### config.mk
export PLATFORM = sky130hd
export DESIGN_NAME = booth_seq_multiplier
export DESIGN_NICKNAME = d
export VERILOG_FILES = /design/src/rtl/mult_pkg.sv /design/src/rtl/booth_step.sv /design/src/rtl/booth_seq_multiplier.sv
export SDC_FILE = /design/constraint.sdc
export NUM_CORES = 1
export LEC_CHECK = 0
export CELL_PAD_IN_SITES_DETAIL_PLACEMENT = 1
export CELL_PAD_IN_SITES_GLOBAL_PLACEMENT = 1
export CORE_ASPECT_RATIO = 1.25
export CORE_MARGIN = 5
export CORE_UTILIZATION = 43
export CTS_BUF_LIST = sky130_fd_sc_hd__clkbuf_4 sky130_fd_sc_hd__clkbuf_8
export DETAILED_ROUTE_END_ITERATION = 8
export PLACE_DENSITY_LB_ADDON = 0.1
export SLEW_MARGIN = 20
export SYNTH_ARGS = -nofsm -noshare
export SYNTH_HDL_FRONTEND = slang
export SYNTH_SLANG_ARGS = --single-unit
### constraint.sdc
create_clock -name clk -period 3.05 [get_ports clk]
set_input_delay 0.61 -clock clk [delete_from_list [all_inputs] [get_ports clk]]
set_output_delay 0.61 -clock clk [all_outputs]
set_load 0.02 [all_outputs]
### src/rtl/mult_pkg.sv
// Shared types for the radix-2 Booth sequential multiplier: FSM states,
// Booth recoding operations and the recoding helper.
package mult_pkg;

  typedef enum logic [1:0] {
    IDLE = 2'd0,
    CALC = 2'd1,
    DONE = 2'd2
  } mult_state_e;

  typedef enum logic [1:0] {
    OP_NOP = 2'd0,
    OP_ADD = 2'd1,
    OP_SUB = 2'd2
  } booth_op_e;

  // Radix-2 recoding of the {Q0, Q_1} bit pair.
  function automatic booth_op_e booth_decode(input logic q0, input logic q_1);
    booth_op_e op;
    case ({q0, q_1})
      2'b10:   op = OP_SUB;
      2'b01:   op = OP_ADD;
      default: op = OP_NOP;
    endcase
    return op;
  endfunction

endpackage

### src/rtl/booth_step.sv
// One combinational radix-2 Booth step: conditional add/sub of M into A,
// then arithmetic right shift of the {A, Q, Q_1} chain.
module booth_step
  import mult_pkg::*;
#(
  parameter int WIDTH = 8
) (
  input  logic [WIDTH:0] a_i,
  input  logic [WIDTH:0] q_i,
  input  logic           q_1_i,
  input  logic [WIDTH:0] m_i,
  output logic [WIDTH:0] a_o,
  output logic [WIDTH:0] q_o,
  output logic           q_1_o
);

  booth_op_e      op;
  logic [WIDTH:0] a_sum;

  always_comb begin
    op    = booth_decode(q_i[0], q_1_i);
    a_sum = a_i;
    case (op)
      OP_ADD:  a_sum = a_i + m_i;
      OP_SUB:  a_sum = a_i - m_i;
      default: a_sum = a_i;
    endcase
    // Sign bit of A is replicated; the bit shifted out of A enters the top of Q.
    a_o   = {a_sum[WIDTH], a_sum[WIDTH:1]};
    q_o   = {a_sum[0], q_i[WIDTH:1]};
    q_1_o = q_i[0];
  end

endmodule

### src/rtl/booth_seq_multiplier.sv
// Sequential radix-2 Booth multiplier, signed or unsigned per transaction,
// with valid/ready handshakes on the operand and product sides.
//
// Handshake rule (both sides): a transfer happens on a rising clock edge where
// valid && ready are both high; the producer holds valid and its data stable
// until that edge, and ready never depends combinationally on valid.
module booth_seq_multiplier
  import mult_pkg::*;
#(
  parameter int WIDTH = 8
) (
  input  logic               clk,
  input  logic               rst,
  input  logic               src_valid,
  output logic               src_ready,
  input  logic               is_signed,
  input  logic [WIDTH-1:0]   multiplicand,
  input  logic [WIDTH-1:0]   multiplier,
  output logic               dest_valid,
  input  logic               dest_ready,
  output logic [2*WIDTH-1:0] product,
  output logic               busy,
  output mult_state_e        state_dbg
);

  localparam int CW = $clog2(WIDTH + 2);
  localparam logic [CW-1:0] LAST_CNT = CW'(WIDTH + 1);

  mult_state_e        state_q;
  logic [CW-1:0]      cnt_q;
  logic [WIDTH:0]     a_q, q_q, m_q;
  logic               q_1_q;
  logic [WIDTH:0]     a_d, q_d;
  logic               q_1_d;
  logic               src_ready_q, dest_valid_q, busy_q;
  logic [2*WIDTH-1:0] product_q;

  booth_step #(.WIDTH(WIDTH)) u_step (
    .a_i   (a_q),
    .q_i   (q_q),
    .q_1_i (q_1_q),
    .m_i   (m_q),
    .a_o   (a_d),
    .q_o   (q_d),
    .q_1_o (q_1_d)
  );

  always_ff @(posedge clk or negedge rst) begin
    if (!rst) begin
      state_q      <= IDLE;
      cnt_q        <= '0;
      a_q          <= '0;
      q_q          <= '0;
      q_1_q        <= 1'b0;
      m_q          <= '0;
      src_ready_q  <= 1'b1;
      dest_valid_q <= 1'b0;
      busy_q       <= 1'b0;
      product_q    <= '0;
    end else begin
      case (state_q)
        IDLE: begin
          if (src_valid) begin
            // One extra bit keeps unsigned operands positive and -M representable.
            m_q         <= is_signed ? {multiplicand[WIDTH-1], multiplicand}
                                     : {1'b0, multiplicand};
            q_q         <= is_signed ? {multiplier[WIDTH-1], multiplier}
                                     : {1'b0, multiplier};
            a_q         <= '0;
            q_1_q       <= 1'b0;
            cnt_q       <= '0;
            src_ready_q <= 1'b0;
            busy_q      <= 1'b1;
            state_q     <= CALC;
          end
        end
        CALC: begin
          if (cnt_q == LAST_CNT) begin
            product_q    <= {a_q[WIDTH-2:0], q_q};
            dest_valid_q <= 1'b1;
            state_q      <= DONE;
          end else begin
            a_q   <= a_d;
            q_q   <= q_d;
            q_1_q <= q_1_d;
            cnt_q <= cnt_q + 1'b1;
          end
        end
        DONE: begin
          if (dest_ready) begin
            dest_valid_q <= 1'b0;
            src_ready_q  <= 1'b1;
            busy_q       <= 1'b0;
            state_q      <= IDLE;
          end
        end
        default: begin
          state_q      <= IDLE;
          src_ready_q  <= 1'b1;
          dest_valid_q <= 1'b0;
          busy_q       <= 1'b0;
        end
      endcase
    end
  end

  assign src_ready  = src_ready_q;
  assign dest_valid = dest_valid_q;
  assign busy       = busy_q;
  assign product    = product_q;
  assign state_dbg  = state_q;

endmodule

After elaboration in Yosys (flattened, before gate mapping)
Index checks and enable logic that the tools add are counted.
- multiply operators: 0
- add/sub/neg operators: 3
- divide/modulo/power cells: 0
- multiplexer cells: 27
- reduce and logical (&&, ||, !) cells: 8
- shifts and indexed selects: 0
- bitwise operators: 2
- $lt $le $gt $ge: 0
- equal/unequal tests: 11
- operators by type and width (cell ; count):
    9-bit 2-to-1 mux ; 6
    9-bit one-hot mux with 2 select lines ; 3
    3-bit AND reduction ; 4
    9-bit adder ; 1
    1-bit one-hot mux with 3 select lines ; 3
    9-bit subtractor ; 1
    4-bit 2-to-1 mux ; 2
    2-bit inequality test (second input constant) ; 4
    4-bit one-hot mux with 2 select lines ; 1
    2-bit by 1-bit equality test with 1-bit output (second input constant) ; 3
    2-bit equality test (second input constant) ; 3
    1-bit 2-to-1 mux ; 6
    2-bit 2-to-1 mux ; 3
    2-bit one-hot mux with 3 select lines ; 1
    4-bit by 1-bit adder with 4-bit output (second input constant) ; 1
    4-bit equality test (second input constant) ; 1
    2-bit one-hot mux with 2 select lines ; 1
    2-bit AND reduction ; 2
    2-bit logical NOT ; 1
    1-bit NOT ; 2
    1-bit one-hot mux with 2 select lines ; 1
    2-bit nonzero test ; 1
- bits of input ports: 21
- memories: 0
- bits in read-only memories: 0
- bits in latches: 0
- output and inout port bits: 21
- RAM bits: 0
- logic and storage cells: 61
- flip-flop bits (word level): 53

Logic depth before layout (Yosys ltp)
Gate-level depths: netlist (run 1).
- depth in word-level cells: 6
- gate-level depth with buffers: 12
- depth with buffers taken out: 11

Cells and area by module
Synthesis (run 1) repeated with hierarchy kept, for this count alone.
- cell total of the unflattened synthesis: 282
- area, all modules: 3046.7 um^2
- modules (own cells, without submodules) (module ; area an instance (um^2) ; instances ; sequential area each (um^2) ; cells an instance):
    booth_seq_multiplier ; 2285.9 ; 1 ; 1327.5 ; 178
    booth_step ; 760.7 ; 1 ; 0.0 ; 104

Worst setup path before layout (run 1)
OpenSTA, ideal clock, no wires.
- kind: register -> register
- from: register q_1_q
- to: register a_q[7]
- arrival time: 2.345 ns
- setup slack: 0.634 ns
- clock period less this slack: 2.416 ns
- path buffers: 1
- stages on the path, launching flop included: 12
- path through: dfrtp_1 > inv_1 > ha_1 > buf_2 > mux2_2 > fa_1 > nor2b_1 > o31a_1 > o21ai_2 > xnor2_1 > o311a_1 > nor2_1
- cells in the longest elaborated chain, start to end: 6
- RTL lines (element ; line ; RTL):
    from (decl) ; booth_seq_multiplier.sv:32 ; logic q_1_q;
    from (signal assigned) ; booth_seq_multiplier.sv:85 ; q_1_q <= q_1_d;
    2-bit by 1-bit equality test with 1-bit output or 2-bit equality test (tied branches) ; mult_pkg.sv:20 ; case ({q0, q_1})
    2-bit one-hot mux with 2 select lines * ; mult_pkg.sv:20 ;
    2-bit equality test or 2-bit by 1-bit equality test with 1-bit output (tied branches) ; booth_step.sv:23 ; case (op)
    9-bit one-hot mux with 2 select lines * ; booth_step.sv:23 ;
    9-bit 2-to-1 mux * ; booth_seq_multiplier.sv:78 ; if (cnt_q == LAST_CNT) begin
    9-bit one-hot mux with 2 select lines * ; booth_seq_multiplier.sv:61 ; case (state_q)
    to (signal assigned) ; booth_seq_multiplier.sv:52 ; a_q <= '0;
    to (signal assigned) ; booth_seq_multiplier.sv:69 ; a_q <= '0;
    to (signal assigned) ; booth_seq_multiplier.sv:83 ; a_q <= a_d;
    to (decl) ; booth_seq_multiplier.sv:31 ; logic [WIDTH:0] a_q, q_q, m_q;
Mark *: on every way between the ends. The rest lies on a longest branch, timed or not. The select of a mux whose other input is x is not followed.
A chain may end at the register's enable or synchronous reset.

Final worst setup path (run 1)
Ends and elaborated chain as after synthesis.

==> results of run 1 <==
-- layer usage --
layer | track usage, % | vias to the layer above
met5 | 0 | -
met4 | 4.291 | 0
met3 | 1.993 | 5
met2 | 30.24 | 28
met1 | 20.37 | 1033
li1 | - | 1010
-- worst max path at each step --
| stage | cells past startpoint | startpoint | endpoint | slack, ns |
|---|---|---|---|---|
| 4_1_cts | 10 | q_1_q | a_q[7] | 0.38 |
| 5_1_grt | 10 | q_1_q | a_q[7] | 0.21 |
| 2_1_floorplan | 11 | q_1_q | a_q[7] | 0.63 |
| 6_report | 10 | q_1_q | a_q[7] | 0.41 |
| 3_3_place_gp | 10 | q_1_q | a_q[7] | 0.48 |
| 3_5_place_dp | 10 | q_1_q | a_q[7] | 0.41 |
-- sequential cells by signal, summed over array words and instances (netlist names) --
register	flops
state_dbg	2
busy	1
m_q	9
q_q	9
dest_valid	1
src_ready	1
cnt_q	4
q_1_q	1
a_q	8
product	16
-- layout by cell type (no fill, tap or decap), types with 3 or more instances in the layout --
| cell | instances |
|---|---|
| dfrtp_1 | 51 |
| clkdlybuf4s50_1 | 40 |
| nor2_1 | 31 |
| nand2_1 | 31 |
| mux2_2 | 22 |
| o21ai_0 | 18 |
| a31oi_1 | 12 |
| ha_1 | 12 |
| inv_1 | 11 |
| a21oi_1 | 11 |
| xnor2_1 | 9 |
| nor2b_1 | 5 |
| clkbuf_8 | 5 |
| buf_4 | 4 |
| nor3_1 | 3 |
| nand2b_1 | 3 |
| xor2_1 | 3 |
| o21a_1 | 3 |
| mux2i_1 | 3 |
| a32oi_1 | 3 |
| nand3_1 | 3 |
-- cell type report --
cell class | instances | area share, %
Multi-Input combinational cell | 194 | 40.15
Sequential cell | 52 | 39.28
Timing Repair Buffer | 45 | 13.13
Tap cell | 85 | 3.208
Clock buffer | 5 | 2.075
Inverter | 12 | 1.358
Clock inverter | 3 | 0.7925
-- per-stage QoR --
stage / area, sq um / worst slack (ns)
floorplan: 2736 / 0.6336
global placement: 3221 / 0.4821
detailed placement: 3221 / 0.4069
CTS: 3316 / 0.3805
global route: 3316 / 0.2078
finish: 3316 / 0.4087
-- logic make-up after synthesis --
logic type / synth area share (%)
AND/OR/NAND/NOR: 14.77
AO/OA/AOI/OAI: 13.08
flip-flops: 47.60
multiplexers: 10.15
buffers and inverters: 3.749
XOR/XNOR: 4.436
adder cells (fa/ha/maj): 6.218
==> impl_metrics.py, run 1 <==
metrics = {
    "outcome": {
        "outcome": "finished clean",
    },
    "timing": {
        "drv_slew": 0,
        "whs_ns": 0.2653,
        "hold_viol": 0,
        "fin_setup_tns_ns": 0,
        "setup-violations-final": 0,
        "post-route-period-util_pct": 86.60,
        "timing.slew.headroom_pct": 57.14,
        "fin_crit_ns": 2.641,
        "rsz0062_at_grt": "false",
        "tightest_slew_ns": 0.6429,
        "fmax_ghz": 0.3786,
        "clock_skew_ns": 0.01061,
    },
    "logic_synthesis": {
        "synthArstFlopShare_pct": 100.0,
        "synth_edf_count": 0,
        "synth-main-ff-cell": "dfrtp_1",
        "syn_nets": 304,
        "yosysUniqueCellTypes": 43,
        "synth_area_leader_cell": "dfrtp_1",
        "synth_cells": 270,
        "netlist.area_leader.share_pct": 46.64,
        "synthMostInstantiatedCell": "dfrtp_1",
        "synth_common_cells": "dfrtp_1 (51), nand2_1 (31), nor2_1 (31)",
        "ys_ff_latch": 52,
        "synth.avg_cell_area_sq_um": 10.13,
        "ys.warnings.count": 0,
        "ys_seq_area_share_pct": 47.60,
        "ys_top_cells_by_area": "dfrtp_1 (47%), mux2_2 (9.1%), ha_1 (5.5%)",
        "syn_area_sq_mm": 0.002736,
    },
    "routing": {
        "avgRoutedWirePerCell_microns": 15.66,
        "ant_nets": 0,
        "dr.pass1.iters": 4,
        "drcViolationCount": 0,
        "wl_met2_microns": 3362,
        "via_per_inst": 5.242,
        "top_layer": "met4",
        "wl_microns": 6201,
        "drt-initial-drc-count": 58,
        "route.met3.wl_microns": 169,
        "vias": 2076,
        "drt-met1-wl_microns": 2604,
    },
    "worst_setup_path": {
        "cp-end-kind": "register",
        "r2r-end": "a_q[7]",
        "cp.required_ns": 3.30,
        "r2r_start": "q_1_q",
        "slowest_stage": "fa_1",
        "max_stage_delay_ns": 0.42,
        "start_kind": "register",
        "path_cells": "inv_1, ha_1, mux2_2, fa_1, nor2b_1, o31a_1, o21ai_2, xnor2_1, o311a_1, nor2_1",
        "path_delay_family": "adder cells",
        "critPathBufInv": 1,
        "rrSetupSlack_ns": 0.41,
        "reg2reg_depth": 10,
        "critical_path_class": "register to register",
        "cp.arrival_ns": 2.89,
        "crit_fanout": 8,
    },
    "clock_tree": {
        "cts_setup_buffers": 0,
        "h-tree-depth": 2,
        "cts_resized": 0,
        "clock-sinks": 52,
        "cts.clk_slew.worst_paths_ns": 0.11,
        "cts_tree": "done",
        "clk_latency_ns": 0.31,
        "cts.path.max_buffers": 2,
        "numCtsBuffers": 5,
        "cts-root-buf": "clkbuf_8",
        "cts_hold_buf": 0,
    },
    "floorplanning": {
        "ios": 42,
        "initial_core_util_pct": 44.38,
        "die_w_microns": 81.35,
        "std_cell_rows": 32,
        "die_y_microns": 99.19,
        "dieArea_sq_mm": 0.008069,
        "core_sq_mm": 0.006166,
    },
    "global_routing": {
        "grt_pass1_wl_microns": 10630,
        "grt_max_degree": 33,
        "grt_usage_pct": 16.63,
        "antenna_found_initial": 0,
        "grt_pass1_vias": 2172,
        "grt_remaining_overflow": 0,
    },
    "placement": {
        "routabilityCongestion": 0.7557,
        "dp_cells": 388,
        "dp_hpwl_microns": 4680,
        "io_buffers": 41,
    },
    "finish": {
        "n_fill_cell": 716,
        "multi_input_area_sq_mm": 0.001331,
        "postLayoutCoreUtil_pct": 53.77,
        "drive_gt1_share_pct": 14.47,
        "ff_latch_area_sq_mm": 0.001303,
        "instances_no_fill": 396,
        "nNetsFinal": 344,
        "area_growth_pct": 21.17,
        "n_antenna_cell": 0,
    },
    "flow_run": {
        "maxCapViolations": 0,
    },
    "min_path": {
        "min_path_type": "primary input to asynchronous set/reset pin",
    },
}
Power of run 1 is left out: the tool's default activity adds up to more than one toggle a clock period on the data nets, which glitch-free logic cannot reach.
==> run 2: changes to the inputs <==
--- a/config.mk
+++ b/config.mk
@@ -11,6 +11,6 @@
 export CORE_MARGIN = 5
-export CORE_UTILIZATION = 43
-export CTS_BUF_LIST = sky130_fd_sc_hd__clkbuf_4 sky130_fd_sc_hd__clkbuf_8
+export CORE_UTILIZATION = 42
 export DETAILED_ROUTE_END_ITERATION = 8
 export PLACE_DENSITY_LB_ADDON = 0.1
+export SKIP_CTS_REPAIR_TIMING = 1
 export SLEW_MARGIN = 20
--- a/constraint.sdc
+++ b/constraint.sdc
@@ -3,2 +3,2 @@
 set_output_delay 0.61 -clock clk [all_outputs]
-set_load 0.02 [all_outputs]
+set_load 0.05 [all_outputs]
==> impl_metrics.py, run 2 (synthesis results as in run 1) <==
metrics = {
    "global_routing": {
        "grt_pass1_vias": 2254,
        "grt_pass1_wl_microns": 10910,
        "grt_max_degree": 34,
        "antenna_found_initial": 0,
        "grt_usage_pct": 16.96,
        "grt_remaining_overflow": 0,
    },
    "floorplanning": {
        "die_y_microns": 100.2,
        "die_w_microns": 82.20,
        "dieArea_sq_mm": 0.008240,
        "core_sq_mm": 0.006441,
        "std_cell_rows": 33,
        "ios": 42,
        "initial_core_util_pct": 42.48,
    },
    "routing": {
        "ant_nets": 0,
        "wl_microns": 6391,
        "drt-initial-drc-count": 84,
        "dr.pass1.iters": 4,
        "drcViolationCount": 0,
        "via_per_inst": 5.276,
        "avgRoutedWirePerCell_microns": 16.02,
        "vias": 2105,
    },
    "placement": {
        "place_ws_ns": 0.3890,
        "routabilityCongestion": 0.7795,
        "io_buffers": 41,
        "dp_hpwl_microns": 4759,
    },
    "finish": {
        "final_common_cell": "dfrtp_1",
        "drive_gt1_share_pct": 14.74,
        "area_growth_pct": 21.45,
        "n_fill_cell": 753,
        "final_cell_mix": "dfrtp_1 (51), clkdlybuf4s50_1 (40), nor2_1 (31), nand2_1 (31), mux2_2 (22)",
        "largest_reg_flops": 16,
        "n_antenna_cell": 0,
        "nNetsFinal": 345,
    },
    "clock_tree": {
        "clk_latency_ns": 0.31,
        "h-tree-depth": 2,
        "cts-root-buf": "clkbuf_8",
        "cts.clk_slew.worst_paths_ns": 0.11,
        "numCtsBuffers": 5,
        "cts.path.max_buffers": 2,
        "cts_tree": "done",
        "clock-sinks": 52,
    },
    "min_path": {
        "min_path_type": "primary input to asynchronous set/reset pin",
    },
    "worst_setup_path": {
        "cp-end-kind": "register",
        "max_stage_delay_ns": 0.43,
        "start_kind": "register",
        "crit_fanout": 8,
        "cp.arrival_ns": 2.92,
        "path_cells": "ha_1, mux2_2, fa_1, nor2b_1, o31a_1, o21ai_2, xnor2_1, o311a_1, nor2_1",
        "slowest_stage": "fa_1",
        "critical_path_class": "register to register",
        "cp.required_ns": 3.29,
    },
    "timing": {
        "fin_ws_ns": 0.3691,
        "fmax_ghz": 0.3730,
        "clock_skew_ns": 0.01072,
        "setup-violations-final": 0,
        "post-route-period-util_pct": 87.90,
        "fin_setup_tns_ns": 0,
        "fin_crit_ns": 2.681,
        "hold_viol": 0,
        "timing.slew.headroom_pct": 58.03,
        "drv_slew": 0,
        "tightest_slew_ns": 0.6281,
        "rsz0062_at_grt": "false",
    },
    "outcome": {
        "outcome": "finished clean",
    },
    "flow_run": {
        "maxCapViolations": 0,
    },
}
-- run 2: cell types whose count changed in the layout (fill, tap and decap cells not counted) --
cell        delta
buf_4          +1
inv_6          -2
clkinvlp_4     +2
-- run 2: metrics by stage --
| stage | hold slack [ns] | util, % | instance area (sq um) | cells |
|---|---|---|---|---|
| 2_1_floorplan | 0.3144 | - | 2736 | 270 |
| 3_3_place_gp | 0.4782 | 50.16 | 3231 | 391 |
| 3_5_place_dp | 0.4879 | 50.16 | 3231 | 391 |
| 4_1_cts | 0.2713 | 51.59 | 3323 | 399 |
| 5_1_grt | 0.2796 | 51.59 | 3323 | 399 |
| 6_report | 0.2578 | 51.59 | 3323 | 399 |
-- run 2: path summary, 6_finish.rpt --
kind | startpoint | end | slack (ns) | cells after the start
max in group asynchronous | rst | cnt_q[3] | 1.99 | 2
worst min-delay path | rst | dest_valid | 0.26 | 1
worst max-delay path | q_q[0] | a_q[7] | 0.37 | 9
worst min register to register | dest_valid | dest_valid | 0.50 | 1
min in group clk | dest_valid | dest_valid | 0.50 | 1
worst max register to register | q_q[0] | a_q[7] | 0.37 | 9
-- run 2: layout make-up --
cell class / instances / area, sq um / area share (%)
repair buffers: 46 / 442.9 / 13.33
multi-input cells: 194 / 1331 / 40.06
clock inverters: 3 / 23.77 / 0.7154
inverters: 12 / 45.04 / 1.355
flip-flops and latches: 52 / 1303 / 39.19
well taps: 87 / 108.9 / 3.276
clock buffers: 5 / 68.82 / 2.071
-- run 2: worst max-delay path, delay by kind of cell (launching register included) --
family / cells / cell delay [ns]
adders and majority gates: 2 / 0.80
AOI/OAI and AO/OA: 3 / 0.57
DFF: 1 / 0.42
muxes: 1 / 0.41
and+or+nand+nor: 2 / 0.27
xor gates and xnor gates: 1 / 0.14
-- run 2: per-layer routing --
metal / up-vias / track usage [%] / wire (microns)
met4: 0 / 5.499 / 105
met1: 1050 / 20.40 / 2677
li1: 1008 / - / -
met5: - / 0 / 0
met2: 38 / 30.25 / 3403
met3: 9 / 2.603 / 204
Power of run 2 is left out for the same reason.
==> run 3: changes to the inputs <==
SLEW_MARGIN = 5   (was 20)
==> results of run 3 <==
Final layout, timing and power as in run 2 (identical DEF).
Power of run 3 is left out for the same reason.
